**src/rtl/prng_keystream_ctrl_if.sv**
```systemverilog
// Keystream byte stream between the PRNG sequencer/packer and the cipher datapath.
// The master drives data and valid; the slave returns ready.
interface prng_keystream_ctrl_if;
   logic [7:0] ks_data;
   logic       ks_valid;
   logic       ks_ready;

   modport master (output ks_data, output ks_valid, input ks_ready);
   modport slave  (input ks_data, input ks_valid, output ks_ready);
endinterface

```
**src/rtl/prng_keystream_ctrl.sv**
```systemverilog
// Seeds the chaotic PRNG, skips warm-up iterations, packs 3 mantissas per iteration
// into a byte keystream and serves it through a show-ahead FIFO until the byte quota is met.
module prng_keystream_ctrl #(
   parameter int unsigned PRECISION  = 32,
   parameter int unsigned MANT_W     = 23,
   parameter int unsigned FIFO_DEPTH = 16
) (
   input  logic                 clk,
   input  logic                 reset_n,
   input  logic                 start,
   input  logic                 abort,
   input  logic [31:0]          cfg_nbytes,
   input  logic [15:0]          cfg_warmup,
   output logic                 prng_tvalid,
   input  logic                 prng_valid,
   input  logic [PRECISION-1:0] prng_r1,
   input  logic [PRECISION-1:0] prng_r2,
   input  logic [PRECISION-1:0] prng_r3,
   prng_keystream_ctrl_if.master ks,
   output logic                 busy,
   output logic                 done,
   output logic                 overflow
);

   localparam int unsigned SAMPLE_W = 3 * MANT_W;
   localparam int unsigned SHREG_W  = SAMPLE_W + 7;
   localparam int unsigned BITS_W   = $clog2(SHREG_W + 1);
   localparam int unsigned PTR_W    = $clog2(FIFO_DEPTH);
   localparam int unsigned CNT_W    = PTR_W + 1;

   typedef enum logic [2:0] {
      S_IDLE,
      S_SEED,
      S_WARMUP,
      S_RUN,
      S_DRAIN
   } state_t;

   state_t state, state_nxt;

   logic [31:0]         nbytes_q;
   logic [15:0]         warm_q;
   logic [31:0]         produced_q;
   logic [SHREG_W-1:0]  shreg_q;
   logic [BITS_W-1:0]   bits_q;
   logic                overflow_q;
   logic                done_q, done_nxt;

   logic [7:0]          mem [FIFO_DEPTH];
   logic [PTR_W-1:0]    wr_ptr, rd_ptr;
   logic [CNT_W-1:0]    fifo_cnt;
   logic [CNT_W-1:0]    fifo_free;

   logic                load_session, flush;
   logic                quota_left, packer_idle, has_room, run_active;
   logic                accept, drop, push, pop, fifo_valid;
   logic [SAMPLE_W-1:0] sample;
   logic [SHREG_W-1:0]  sample_ext;
   logic                unused_hi;

   assign sample     = {prng_r1[MANT_W-1:0], prng_r2[MANT_W-1:0], prng_r3[MANT_W-1:0]};
   assign sample_ext = {sample, {(SHREG_W - SAMPLE_W){1'b0}}};
   assign unused_hi  = ^{prng_r1[PRECISION-1:MANT_W], prng_r2[PRECISION-1:MANT_W],
                         prng_r3[PRECISION-1:MANT_W]};

   // Worst case a sample plus 7 residue bits yields 9 bytes, hence the 9-entry room test.
   assign fifo_free   = CNT_W'(FIFO_DEPTH) - fifo_cnt;
   assign has_room    = fifo_free >= CNT_W'(9);
   assign packer_idle = bits_q < BITS_W'(8);
   assign quota_left  = produced_q < nbytes_q;
   assign run_active  = (state == S_RUN) && !abort && quota_left;
   assign accept      = run_active && prng_valid && packer_idle && has_room;
   assign drop        = run_active && prng_valid && !(packer_idle && has_room);
   assign push        = run_active && !packer_idle;
   assign fifo_valid  = fifo_cnt != '0;
   assign pop         = fifo_valid && ks.ks_ready;

   always_ff @(posedge clk or negedge reset_n) begin
      if (!reset_n) begin
         state  <= S_IDLE;
         done_q <= 1'b0;
      end else begin
         state  <= state_nxt;
         done_q <= done_nxt;
      end
   end

   always_comb begin
      state_nxt    = state;
      done_nxt     = 1'b0;
      prng_tvalid  = 1'b0;
      load_session = 1'b0;
      flush        = 1'b0;
      case (state)
         S_IDLE: begin
            if (start) begin
               load_session = 1'b1;
               state_nxt    = (cfg_nbytes == '0) ? S_DRAIN : S_SEED;
            end
         end
         S_SEED: begin
            prng_tvalid = 1'b1;
            state_nxt   = (warm_q != '0) ? S_WARMUP : S_RUN;
         end
         S_WARMUP: begin
            if (prng_valid && warm_q == 16'd1) state_nxt = S_RUN;
         end
         S_RUN: begin
            if (!quota_left) state_nxt = S_DRAIN;
         end
         S_DRAIN: begin
            if (!fifo_valid) begin
               state_nxt = S_IDLE;
               done_nxt  = 1'b1;
            end
         end
         default: state_nxt = S_IDLE;
      endcase
      if (abort && state != S_IDLE) begin
         state_nxt   = S_IDLE;
         done_nxt    = 1'b0;
         prng_tvalid = 1'b0;
         flush       = 1'b1;
      end
   end

   // Residue is kept MSB-aligned; a new sample is OR-ed in directly below it.
   always_ff @(posedge clk or negedge reset_n) begin
      if (!reset_n) begin
         nbytes_q   <= '0;
         warm_q     <= '0;
         produced_q <= '0;
         shreg_q    <= '0;
         bits_q     <= '0;
         overflow_q <= 1'b0;
      end else if (load_session) begin
         nbytes_q   <= cfg_nbytes;
         warm_q     <= cfg_warmup;
         produced_q <= '0;
         shreg_q    <= '0;
         bits_q     <= '0;
         overflow_q <= 1'b0;
      end else if (flush || (state == S_RUN && !quota_left)) begin
         shreg_q <= '0;
         bits_q  <= '0;
      end else begin
         if (state == S_WARMUP && prng_valid) warm_q <= warm_q - 16'd1;
         if (accept) begin
            shreg_q <= shreg_q | (sample_ext >> bits_q);
            bits_q  <= bits_q + BITS_W'(SAMPLE_W);
         end else if (push) begin
            shreg_q    <= shreg_q << 8;
            bits_q     <= bits_q - BITS_W'(8);
            produced_q <= produced_q + 32'd1;
         end
         if (drop) overflow_q <= 1'b1;
      end
   end

   always_ff @(posedge clk) begin
      if (push) mem[wr_ptr] <= shreg_q[SHREG_W-1 -: 8];
   end

   always_ff @(posedge clk or negedge reset_n) begin
      if (!reset_n) begin
         wr_ptr   <= '0;
         rd_ptr   <= '0;
         fifo_cnt <= '0;
      end else if (flush) begin
         wr_ptr   <= '0;
         rd_ptr   <= '0;
         fifo_cnt <= '0;
      end else begin
         if (push) wr_ptr <= wr_ptr + PTR_W'(1);
         if (pop)  rd_ptr <= rd_ptr + PTR_W'(1);
         fifo_cnt <= fifo_cnt + CNT_W'(push) - CNT_W'(pop);
      end
   end

   assign ks.ks_valid = fifo_valid;
   assign ks.ks_data  = fifo_valid ? mem[rd_ptr] : '0;
   assign busy        = state != S_IDLE;
   assign done        = done_q;
   assign overflow    = overflow_q;

endmodule

```
**src/flat_wrapper.sv**
```systemverilog
// flat-port wrapper written by rule: the top's interface ports become plain ports
module prng_keystream_ctrl_flat 
#(
   parameter int unsigned PRECISION  = 32,
   parameter int unsigned MANT_W     = 23,
   parameter int unsigned FIFO_DEPTH = 16
)
  (clk, reset_n, start, abort, cfg_nbytes, cfg_warmup, prng_tvalid, prng_valid, prng_r1, prng_r2, prng_r3, busy, done, overflow, ks_ks_data, ks_ks_valid, ks_ks_ready);
  prng_keystream_ctrl_if ks_i ();
  input  logic clk;
  input  logic reset_n;
  input  logic start;
  input  logic abort;
  input  logic [31:0] cfg_nbytes;
  input  logic [15:0] cfg_warmup;
  output logic prng_tvalid;
  input  logic prng_valid;
  input  logic [PRECISION-1:0] prng_r1;
  input  logic [PRECISION-1:0] prng_r2;
  input  logic [PRECISION-1:0] prng_r3;
  output logic busy;
  output logic done;
  output logic overflow;
  output wire logic [$bits(ks_i.ks_data)-1:0] ks_ks_data;
  output wire logic [$bits(ks_i.ks_valid)-1:0] ks_ks_valid;
  input wire logic [$bits(ks_i.ks_ready)-1:0] ks_ks_ready;
  assign ks_ks_data = ks_i.ks_data;
  assign ks_ks_valid = ks_i.ks_valid;
  assign ks_i.ks_ready = ks_ks_ready;
  prng_keystream_ctrl #(.PRECISION(PRECISION), .MANT_W(MANT_W), .FIFO_DEPTH(FIFO_DEPTH)) u_core (.clk(clk), .reset_n(reset_n), .start(start), .abort(abort), .cfg_nbytes(cfg_nbytes), .cfg_warmup(cfg_warmup), .prng_tvalid(prng_tvalid), .prng_valid(prng_valid), .prng_r1(prng_r1), .prng_r2(prng_r2), .prng_r3(prng_r3), .ks(ks_i), .busy(busy), .done(done), .overflow(overflow));
endmodule
```
**config.mk**
```make
export PLATFORM = sky130hd
export DESIGN_NAME = prng_keystream_ctrl_flat
export DESIGN_NICKNAME = d
export VERILOG_FILES = /design/src/rtl/prng_keystream_ctrl_if.sv /design/src/rtl/prng_keystream_ctrl.sv /design/src/flat_wrapper.sv
export SDC_FILE = /design/constraint.sdc
export NUM_CORES = 1
export LEC_CHECK = 0
export ABC_AREA = 1
export CAP_MARGIN = 0
export CORE_ASPECT_RATIO = 2
export CORE_MARGIN = 5
export CORE_UTILIZATION = 45
export DETAILED_ROUTE_END_ITERATION = 10
export DONT_BUFFER_PORTS = 1
export GPL_TIMING_DRIVEN = 1
export HOLD_SLACK_MARGIN = 0.12
export SKIP_LAST_GASP = 1
export SLEW_MARGIN = 20
export SYNTH_ARGS = -nofsm -noshare
export SYNTH_HDL_FRONTEND = slang
export SYNTH_SLANG_ARGS = --single-unit
```
**constraint.sdc**
```tcl
create_clock -name clk -period 3.47 [get_ports clk]
set_clock_uncertainty 0.2 [all_clocks]
set_input_delay 0.694 -clock clk [delete_from_list [all_inputs] [get_ports clk]]
set_output_delay 0.694 -clock clk [all_outputs]
set_load 0.01 [all_outputs]
```
==> impl_metrics.py, run 1 <==
metrics = {
    "outcome": {
        "status": "finished with violations",
        "violations": "hold timing",
    },
    "global_routing": {
        "first_global_vias": 18700,
        "grt_pass1_wl_um": 98500,
        "grt_overflow": 0,
        "grt_max_degree": 182,
        "antenna_found_initial": 0,
        "grt_usage": 0.256,
    },
    "final_layout": {
        "fin_area_mm2": 0.0217,
        "syn2layout_area_growth_pct": 10.2,
        "multi_input_area_mm2": 0.00978,
        "final-seq-area_mm2": 0.00838,
        "n_fill_cell": 4306,
        "layout.nets": 2910,
        "fin_cells": 3275,
        "final_common_cell": "nand2_1",
        "mostFrequentLayoutCells": "663 x nand2_1, 388 x nor2_1, 265 x o21ai_0",
        "layout-drive-gt1-share": 0.0617,
        "n_antenna_cell": 0,
    },
    "detailed_routing": {
        "via_count": 18400,
        "drc": 0,
        "wl_per_cell_um": 19.1,
        "drtIter0Drc": 983,
        "vias_per_cell": 5.62,
        "first_pass_iters": 5,
        "wirelength_um": 62500,
        "postRouteAntennaNets": 0,
    },
    "critical_path": {
        "r2r-end": "u_core.fifo_cnt[4]$_DFF_PN0_",
        "rrSetupSlack_ns": 0.19,
        "reg2reg_depth": 15,
        "cp-start-kind": "register",
        "arrival_ns": 3.55,
        "crit_fanout": 8,
        "cp-end-kind": "register",
        "regToRegStartpoint": "u_core.produced_q[13]$_DFFE_PN0P_",
        "required_ns": 3.73,
        "crit_type": "reg -> reg",
    },
    "cts": {
        "cts_buffer_depth": 3,
        "cts_buffers": 28,
        "cts_root_buf": "clkbuf_16",
        "post-cts-setup-buffer-count": 0,
        "clock_latency_ns": 0.57,
        "cts.reportedPaths.clkPinSlew_ns": 0.07,
        "clock_sinks": 309,
        "cts_hold_buf": 34,
        "cts-htree-levels": 1,
        "cts_resized": 0,
        "tritoncts": "built",
    },
    "yosys": {
        "syn_area_per_cell_um2": 7.26,
        "yosysWarningCount": 0,
        "syn_area_mm2": 0.0197,
        "postSynthCellCount": 2717,
        "synth-main-ff-cell": "dfrtp_1",
        "async_flop_share": 0.586,
        "synth.ff_latch_count": 309,
        "synth-seq-area-share": 0.424,
        "syn-num-nets": 2920,
        "synth_edf_count": 128,
        "synth.distinct_cells": 57,
    },
    "floorplan": {
        "die_w_um": 158,
        "dieHeight_um": 306,
        "dieArea_mm2": 0.0484,
        "core_area_mm2": 0.0434,
        "initial_utilization": 0.455,
        "rows": 108,
        "io_pins": 163,
    },
    "timing": {
        "whs_ns": -0.370,
        "rsz0062_at_grt": "no",
        "slew_viol_final": 0,
        "tns_ns": 0,
        "setup_viol": 0,
        "finalCriticalPeriod_ns": 3.28,
        "fin_crit_sh": 0.946,
        "worst_slew_pin_slew_ns": 0.956,
        "fmax_mhz": 305,
        "relSlewSlack": 0.360,
        "finalHoldViolCount": 181,
        "layout_setup_ws_ns": 0.187,
    },
    "hold_path": {
        "hold_path_class": "in -> async",
    },
    "placement": {
        "place_ws_ns": 0.174,
        "gp_congestion": 1.02,
        "placed_cells_incl_taps": 3193,
        "hpwl_um": 47100,
        "port_buffers": 0,
        "post_dp_cell_area_mm2": 0.0205,
    },
    "pwr": {
        "leakagePower_uw": 0.00948,
        "finalPower_uw": 16700,
        "power.density_mw_per_mm2": 770,
        "vdd.ir_drop.worst_mv": 0.423,
    },
    "run": {
        "maxCapViolCount": 0,
    },
}
==> flip-flops by register name, summed over array words and instances (netlist names) <==
signal / flops
u_core.state: 3
u_core.warm_q: 16
u_core.mem: 128
u_core.wr_ptr: 4
u_core.rd_ptr: 4
u_core.fifo_cnt: 5
u_core.shreg_q: 76
u_core.nbytes_q: 32
u_core.produced_q: 32
u_core.done: 1
u_core.bits_q: 7
u_core.overflow: 1
==> worst max-delay path by stage <==
stage	from	endpoint
2_1_floorplan	u_core.fifo_cnt[1]$_DFF_PN0_	u_core.fifo_cnt[4]$_DFF_PN0_
3_3_place_gp	u_core.produced_q[25]$_DFFE_PN0P_	u_core.fifo_cnt[4]$_DFF_PN0_
3_5_place_dp	u_core.produced_q[13]$_DFFE_PN0P_	u_core.fifo_cnt[4]$_DFF_PN0_
4_1_cts	u_core.produced_q[13]$_DFFE_PN0P_	u_core.fifo_cnt[4]$_DFF_PN0_
5_1_grt	u_core.produced_q[15]$_DFFE_PN0P_	u_core.fifo_cnt[4]$_DFF_PN0_
6_report	u_core.produced_q[13]$_DFFE_PN0P_	u_core.fifo_cnt[4]$_DFF_PN0_
==> power breakdown <==
group / internal (µW) / total [µW] / switching [µW] / leakage, µW
Clock: 1790 / 3170 / 1380 / 0.000443
Sequential: 4880 / 5600 / 723 / 0.00344
Combinational: 2660 / 7970 / 5310 / 0.00560
Total: 9330 / 16700 / 7410 / 0.00948
==> kinds of logic after synthesis <==
family,share of synthesized area
buf+inv,0.0803
xor+xnor,0.00666
fa+ha+maj,0.0340
simple gates,0.302
compound gates,0.153
flops,0.424
==> metal layers <==
metal / GRT usage / part of all wire / up-vias / wire length, µm
met2: 0.472 / 0.53 / 563 / 33100
met4: 0.171 / 0.080 / 0 / 4980
met3: 0.0295 / 0.046 / 209 / 2900
met1: 0.264 / 0.34 / 8632 / 21500
li1: - / - / 9014 / -
met5: 0 / 0 / - / 0
==> stage by stage <==
stage | hold slack, ns | utilization
finish | -0.370 | 0.501
global route | -0.403 | 0.501
CTS | -0.385 | 0.501
detailed placement | 0.226 | 0.472
global placement | 0.227 | 0.472
floorplan | 0.198 | -
==> cells in the mapped netlist (5+ instances only) <==
cell        n  area share
buf_2      34      0.0086
ha_1       52       0.033
o211ai_1   21      0.0080
buf_4      18      0.0068
o21ai_1    32      0.0081
or2_1       5      0.0016
edfxtp_1  128        0.19
nand4_1    12      0.0038
buf_1      20      0.0038
nand3_1   249       0.063
nand2_1   663        0.13
nor2_1    388       0.074
dfrtp_1   181        0.23
a31oi_1    17      0.0054
o21ai_0   265       0.067
a21oi_1   146       0.037
and2_1     16      0.0051
o221ai_1   22      0.0098
nor3_1     36      0.0091
nor4_1     13      0.0041
o22ai_1    12      0.0038
inv_1     202       0.038
clkbuf_1   81       0.015
buf_6       9      0.0051
o21a_1     12      0.0046
or2_2      11      0.0035
inv_2       8      0.0015
xor2_1     11      0.0049
==> area by class of cell <==
class / instances / area share
repair buffers: 122 / 0.0547
inverters: 212 / 0.0367
clock inverters: 11 / 0.00627
clock buffers: 37 / 0.0357
flip-flops and latches: 309 / 0.385
well taps: 550 / 0.0316
multi-input cells: 2034 / 0.450
==> critical path, stage by stage (launching register included) <==
cell      delay [ns]
dfrtp_1         0.44
ha_1            0.34
a21oi_1         0.14
o21ai_0         0.16
nor2_1          0.16
nand2_1         0.11
a21oi_4         0.21
nand3_2         0.15
inv_2           0.18
ha_1            0.19
inv_1           0.05
fa_1            0.41
o21bai_1        0.16
a21oi_1         0.09
xor2_1          0.14
nor2_1          0.05
No activity file was read; power rests on OpenSTA's default activity.
==> run 2, diff against run 1 <==
--- a/config.mk
+++ b/config.mk
@@ -7,7 +7,6 @@
 export LEC_CHECK = 0
 export ABC_AREA = 1
 export CAP_MARGIN = 0
-export CORE_ASPECT_RATIO = 2
 export CORE_MARGIN = 5
 export CORE_UTILIZATION = 45
 export DETAILED_ROUTE_END_ITERATION = 10
==> impl_metrics.py, run 2 (synthesis gave the netlist of run 1 again) <==
metrics = {
    "floorplan": {
        "core_area_mm2": 0.0433,
        "dieHeight_um": 219,
        "initial_utilization": 0.456,
        "die_w_um": 219,
        "io_pins": 163,
        "rows": 76,
        "dieArea_mm2": 0.0481,
    },
    "cts": {
        "cts_buffers": 37,
        "clock_latency_ns": 0.58,
        "tritoncts": "built",
        "cts_hold_buf": 33,
        "cts_root_buf": "clkbuf_16",
        "cts.reportedPaths.clkPinSlew_ns": 0.06,
        "cts-htree-levels": 2,
        "cts_buffer_depth": 3,
        "clock_sinks": 309,
    },
    "timing": {
        "whs_ns": -0.358,
        "rsz0062_at_grt": "no",
        "slew_viol_final": 0,
        "fmax_mhz": 302,
        "layout_setup_ws_ns": 0.163,
        "relSlewSlack": 0.420,
        "finalHoldViolCount": 181,
        "tns_ns": 0,
        "worst_slew_pin_slew_ns": 0.866,
        "finalCriticalPeriod_ns": 3.31,
        "setup_viol": 0,
        "fin_crit_sh": 0.953,
    },
    "final_layout": {
        "final_common_cell": "nand2_1",
        "largest_reg_flops": 128,
        "top_regs": "u_core.mem (128), u_core.shreg_q (76)",
        "fin_area_mm2": 0.0218,
        "layout-drive-gt1-share": 0.0589,
        "largest-register": "u_core.mem",
        "mostFrequentLayoutCells": "663 x nand2_1, 388 x nor2_1, 265 x o21ai_0",
        "layout.nets": 2892,
        "syn2layout_area_growth_pct": 10.7,
    },
    "detailed_routing": {
        "postRouteAntennaNets": 0,
        "drtIter0Drc": 1625,
        "wirelength_um": 59900,
        "wl_per_cell_um": 18.1,
        "drc": 0,
        "first_pass_iters": 6,
        "vias_per_cell": 5.53,
        "via_count": 18300,
    },
    "critical_path": {
        "cp-end-kind": "output pin",
        "crit_type": "reg -> out",
        "cp-start-kind": "register",
        "reg2reg_depth": 17,
        "arrival_ns": 2.41,
        "crit_fanout": 18,
        "required_ns": 2.58,
    },
    "placement": {
        "place_ws_ns": 0.298,
        "hpwl_um": 41600,
        "post_dp_cell_area_mm2": 0.0202,
        "gp_congestion": 0.954,
        "port_buffers": 0,
    },
    "outcome": {
        "status": "finished with violations",
        "violations": "hold timing",
    },
    "global_routing": {
        "grt_pass1_wl_um": 95100,
        "antenna_found_initial": 0,
        "grt_usage": 0.247,
        "grt_max_degree": 182,
        "first_global_vias": 17500,
        "grt_overflow": 0,
    },
    "run": {
        "maxCapViolCount": 0,
    },
    "pwr": {
        "vdd.ir_drop.worst_mv": 0.526,
        "leakagePower_uw": 0.00949,
        "power.density_mw_per_mm2": 787,
    },
    "hold_path": {
        "hold_path_class": "in -> async",
    },
}
==> run 2: cell types whose count changed in the layout (fill, tap and decap cells not counted), sizes merged, moves of 2 or more <==
cell    change
clkinv      +6
inv         -2
buf        -26
clkbuf     +14
==> run 2: path summary, 6_finish.rpt <==
kind	start	end	slack, ns
max in group asynchronous	reset_n	u_core.warm_q[15]$_DFFE_PN0P_	3.04
hold reg to reg	u_core.shreg_q[42]$_DFFE_PN0P_	u_core.shreg_q[42]$_DFFE_PN0P_	0.29
setup / recovery	u_core.rd_ptr[1]$_DFFE_PN0P_	ks_ks_data[4]	0.16
setup reg to reg	u_core.produced_q[25]$_DFFE_PN0P_	u_core.fifo_cnt[4]$_DFF_PN0_	0.34
hold / removal	reset_n	u_core.shreg_q[45]$_DFFE_PN0P_	-0.36
min in group clk	cfg_warmup[15]	u_core.warm_q[15]$_DFFE_PN0P_	0.15
==> run 2: critical path: stages (launching register included) <==
cell and delay [ns]:
dfrtp_1 0.66, buf_4 0.34, o21ai_0 0.13, o221ai_1 0.20
o211ai_1 0.16, a21oi_1 0.36
==> run 2: report_power, final <==
part	switching, µW	leakage, µW	internal [µW]
registers	717	0.00344	4880
clock network	1610	0.000608	2380
logic	5200	0.00545	2400
total	7530	0.00949	9660
==> run 2: what timing repair did <==
action	4_1_cts	5_1_grt
setup buffers	0	1
setup endpoints to repair	0	1
resized for setup	0	4
endpoints found under the hold margin	214	181
==> run 2: through the flow <==
stage / utilization / hold WS [ns] / total power (µW) / instances
3_3_place_gp: 0.468 / 0.210 / 13000 / 3201
4_1_cts: 0.504 / -0.397 / 17200 / 3300
3_5_place_dp: 0.468 / 0.212 / 13200 / 3201
2_1_floorplan: - / 0.198 / 10900 / 2717
6_report: 0.505 / -0.358 / 17200 / 3302
5_1_grt: 0.505 / -0.377 / 18500 / 3301
==> run 2: layout make-up <==
| cell class | instances | area, µm² |
|---|---|---|
| tap | 585 | 732 |
| fill | 4294 | 21400 |
| inverter | 212 | 800 |
| clock inverter | 15 | 224 |
| timing repair buffer | 95 | 896 |
| sequential | 309 | 8380 |
| antenna | 1 | 2.50 |
| clock buffer | 51 | 1020 |
| multi-input combinational | 2034 | 9790 |
==> run 2: layer usage <==
| metal | part of all wire | track usage | vias up |
|---|---|---|---|
| met3 | 0.055 | 0.0327 | 111 |
| li1 | - | - | 8996 |
| met1 | 0.44 | 0.330 | 8628 |
| met2 | 0.47 | 0.411 | 537 |
| met4 | 0.034 | 0.0892 | 0 |
| met5 | 0 | 0 | - |
